File: src/rtl/pipe_stage_hs.sv
// Pipeline-boundary register with valid/ready handshake, flush and hold.
// Define PIPE_STAGE_SKID_EN to add a skid entry that registers the upstream ready.
module pipe_stage_hs #(
    parameter int unsigned      WIDTH          = 32,
    parameter logic [WIDTH-1:0] RESET_VALUE    = '0,
    parameter int unsigned      CLEAR_ON_FLUSH = 1
) (
    input  logic             clk,
    input  logic             rset,
    input  logic             flush,
    input  logic             hold,
    input  logic             in_valid,
    output logic             in_ready,
    input  logic [WIDTH-1:0] in_data,
    output logic             out_valid,
    input  logic             out_ready,
    output logic [WIDTH-1:0] out_data,
    output logic [1:0]       occupancy
);

    localparam bit CLEAR = (CLEAR_ON_FLUSH != 0);

    logic             r_main_v;
    logic [WIDTH-1:0] r_main;
    logic             w_accept;
    logic             w_issue;

    // Handshake: a transfer happens on an edge where valid && ready are both high;
    // valid never depends on ready, and hold masks out_valid so no issue occurs.
    assign out_valid = r_main_v && !hold;
    assign out_data  = r_main;
    assign w_accept  = in_valid && in_ready;
    assign w_issue   = out_valid && out_ready;

`ifdef PIPE_STAGE_SKID_EN
    logic             r_skid_v;
    logic [WIDTH-1:0] r_skid;

    assign in_ready  = !flush && !hold && !r_skid_v;
    assign occupancy = {1'b0, r_main_v} + {1'b0, r_skid_v};

    always_ff @(posedge clk) begin
        if (!rset) begin
            r_main_v <= 1'b0;
            r_skid_v <= 1'b0;
            r_main   <= RESET_VALUE;
            r_skid   <= RESET_VALUE;
        end else if (flush) begin
            r_main_v <= 1'b0;
            r_skid_v <= 1'b0;
            if (CLEAR) begin
                r_main <= RESET_VALUE;
                r_skid <= RESET_VALUE;
            end
        end else if (!hold) begin
            if (r_skid_v) begin
                // in_ready is low here, so the only event is the skid moving up
                if (w_issue) begin
                    r_main   <= r_skid;
                    r_skid_v <= 1'b0;
                end
            end else if (w_accept) begin
                if (r_main_v && !w_issue) begin
                    r_skid   <= in_data;
                    r_skid_v <= 1'b1;
                end else begin
                    r_main   <= in_data;
                    r_main_v <= 1'b1;
                end
            end else if (w_issue) begin
                r_main_v <= 1'b0;
            end
        end
    end
`else
    assign in_ready  = !flush && !hold && (!r_main_v || out_ready);
    assign occupancy = {1'b0, r_main_v};

    always_ff @(posedge clk) begin
        if (!rset) begin
            r_main_v <= 1'b0;
            r_main   <= RESET_VALUE;
        end else if (flush) begin
            r_main_v <= 1'b0;
            if (CLEAR) begin
                r_main <= RESET_VALUE;
            end
        end else if (!hold) begin
            if (w_accept) begin
                r_main   <= in_data;
                r_main_v <= 1'b1;
            end else if (w_issue) begin
                r_main_v <= 1'b0;
            end
        end
    end
`endif

endmodule

File: config.mk
export PLATFORM = sky130hd
export DESIGN_NAME = pipe_stage_hs
export DESIGN_NICKNAME = d
export VERILOG_FILES = /design/src/rtl/pipe_stage_hs.sv
export SDC_FILE = /design/constraint.sdc
export NUM_CORES = 1
export LEC_CHECK = 0
export BUFFER_PORTS_ARGS = -buffer_cell sky130_fd_sc_hd__clkbuf_2
export CORE_MARGIN = 2
export CORE_UTILIZATION = 39
export CTS_CLUSTER_DIAMETER = 80
export DETAILED_ROUTE_END_ITERATION = 12
export PLACE_DENSITY_LB_ADDON = 0.08
export SLEW_MARGIN = 20
export SYNTH_ARGS = -nofsm -noshare
export SYNTH_HDL_FRONTEND = slang
export SYNTH_SLANG_ARGS = --single-unit
File: constraint.sdc
create_clock -name clk -period 1.4 [get_ports clk]
set_clock_uncertainty 0.1 [all_clocks]
set_input_delay 0.21 -clock clk [delete_from_list [all_inputs] [get_ports clk]]
set_output_delay 0.21 -clock clk [all_outputs]
set_load 0.02 [all_outputs]
==> flow_metrics.tcl <==
set metrics [dict create \
    die_y_um 63.2 \
    hold_path_depth 3 \
    setup_violations 22 \
    cts-root-buf "clkbuf_4" \
    die_area_um2 3990 \
    min_to "out_data[6]" \
    die_w_um 63.2 \
    area_growth_pct 59.2 \
    max_freq_mhz 701 \
    drt_wl_total_um 3310 \
    cpMaxStageDelayCell "or3b_4" \
    worstPathMaxFanout 9 \
    grt_overflow 0 \
    num_vias 1309 \
    leakagePower_nw 1.15 \
    wl_per_cell_um 11.2 \
    numPortBuffers 72 \
    critPathKind "reg -> reg" \
    clk_path_buf_depth 2 \
    critPathLaunchType "flip-flop" \
    hold_path_class "in -> reg" \
    min_period_ns 1.43 \
    layout_common_cells "clkbuf_2 (70), nand2_1 (64), dfxtp_1 (32)" \
    grt_pass1_vias 1288 \
    total_power_mw 1.90 \
    grt_usage_pct 17.5 \
    critical_path.top_delay_family "simple AND/OR/NAND/NOR gates" \
    cts_tree "built" \
    r2r-start "r_main_v" \
    clkSinkCount 33 \
    synth.distinct_cells 14 \
    gp_congestion 0.664 \
    status "finished with violations" \
    hp-start "in_data[6]" \
    fin_nets 288 \
    fin_util_pct 65.1 \
    clk-insertion-delay-late_ns 0.33 \
    drcViolationCount 0 \
    hold_violations 0 \
    grt_max_degree 66 \
    hpwl_um 2030 \
    ys_seq_elements 33 \
    io_pins 74 \
    power.density_nw_per_um2 874 \
    post-cts-setup-buffers 0 \
    r2r_end "out_data[10]" \
    grt_pass1_wl_um 5430 \
    row_count 21 \
    netlist_instances 152 \
    antenna_found_initial 0 \
    cpPeakStageDelay_ns 0.44 \
    drtIter0Drc 48 \
    core_area_um2 3340 \
    fin_crit_sh_pct 102 \
    cp-end-kind "flip-flop" \
    required_ns 1.53 \
    start_util_pct 40.9 \
    worst-r2r-setup-slack_ns -0.03 \
    placed_area_um2 1760 \
    vdd_drop_max_mv 0.897 \
    cp_data_arrival_time_ns 1.56 \
    antenna_cells 0 \
    synth_warnings 0 \
    finalMaxSlewViolations 0 \
    synth_area_um2 1370 \
    syn_area_per_cell_um2 8.98 \
    rsz0062_at_grt "yes" \
    cts.clk_slew.worst_paths_ns 0.10 \
    setup_ws_ns -0.0267 \
    violations "negative setup slack" \
    htreeDepth 2 \
    via_per_inst 4.42 \
    drive_gt1_share_pct 36.0 \
    worstRegToRegCells 4 \
    layout_commonest_cell "clkbuf_2" \
    syn-num-nets 190 \
    cp_num_buf_inv 1 \
    maxCapViolCount 0 \
    seq_area_frac_synth_pct 48.4 \
    detail-route-antenna-nets 0 \
    path_cells "nor2b_4 > or3b_4 > buf_12 > mux2i_2" \
    numCtsBuffers 5 \
    first_pass_iters 4 \
    final_area_um2 2170 \
]
## power by group
part / leakage [nW] / internal (mW) / switching [mW]
logic: 0.841 / 0.152 / 0.120
clock network: 0.0410 / 0.363 / 0.305
registers: 0.267 / 0.952 / 0.00710
total: 1.15 / 1.47 / 0.431
## cell families after synthesis
family / Yosys count / share of synthesized area [%]
buffers and inverters: 14 / 6.60
AO/OA/AOI/OAI: 2 / 0.916
AND/OR/NAND/NOR: 70 / 20.3
other: 1 / 0.275
multiplexers: 32 / 23.5
flip-flops: 33 / 48.4
## through the flow
stage | setup TNS (ns) | hold WS, ns | setup WS, ns | std cells
after floorplan | -0.160 | 0.249 | -0.00626 | 152
after global placement | -5.90 | 0.337 | -0.183 | 260
after detailed placement | -6.91 | 0.342 | -0.230 | 260
after CTS | -0.384 | 0.00109 | -0.0275 | 294
after global routing | -1.69 | 0.00540 | -0.0806 | 296
final | -0.210 | 0.00707 | -0.0267 | 296
## synthesized netlist by cell type (all sizes together)
master / n / area share (%)
nand2: 64 / 18
dfxtp: 33 / 48
mux2i: 32 / 23
clkbuf: 7 / 1.9
buf: 6 / 4.4
nor2b: 3 / 1.4
a21boi: 1 / 0.55
conb: 1 / 0.27
inv: 1 / 0.27
nor2: 1 / 0.27
o21ai: 1 / 0.37
or2: 1 / 0.46
or3b: 1 / 0.64
## worst max path at each step
stage	endpoint	start	cells after the start	slack, ns
after floorplan	out_data[0]	r_main_v	5	-0.006
after global placement	out_data[14]	hold	5	-0.18
after detailed placement	out_data[20]	hold	5	-0.23
after CTS	out_data[20]	r_main_v	4	-0.03
after global routing	out_data[2]	r_main_v	4	-0.08
final	out_data[10]	r_main_v	4	-0.03
## repair_timing
item | in CTS | in global routing
endpoints found under the setup margin | 34 | 35
hold buffers | 25 | 2
gates resized for setup | 4 | 5
hold endpoints to repair | 25 | 2
cloned | 2 | 0
pin swaps | 1 | 0
## flip-flops by register name (all words and copies together), names as in the netlist
name and flops:
out_data 32, r_main_v 1
## worst register-to-register path, stage by stage, from the launching register on
cell     delay [ns]
dfxtp_2        0.33
nor2b_4        0.12
or3b_4         0.44
buf_12         0.18
mux2i_2        0.15
## metal layers
metal / share of wire [%] / track usage, %
met5: 0 / 0
met4: 1.3 / 7.22
met3: 5.8 / 6.25
met2: 53 / 32.0
met1: 40 / 18.0
## cell type report
cell class,instances,area [um^2]
clock buffer,5,37.5
clock inverter,2,35.0
fill,302,1160
inverter,1,3.75
multi-input combinational,105,639
sequential,33,662
tap,46,57.6
timing repair buffer,104,738
Power figures use the tool's default switching activity.
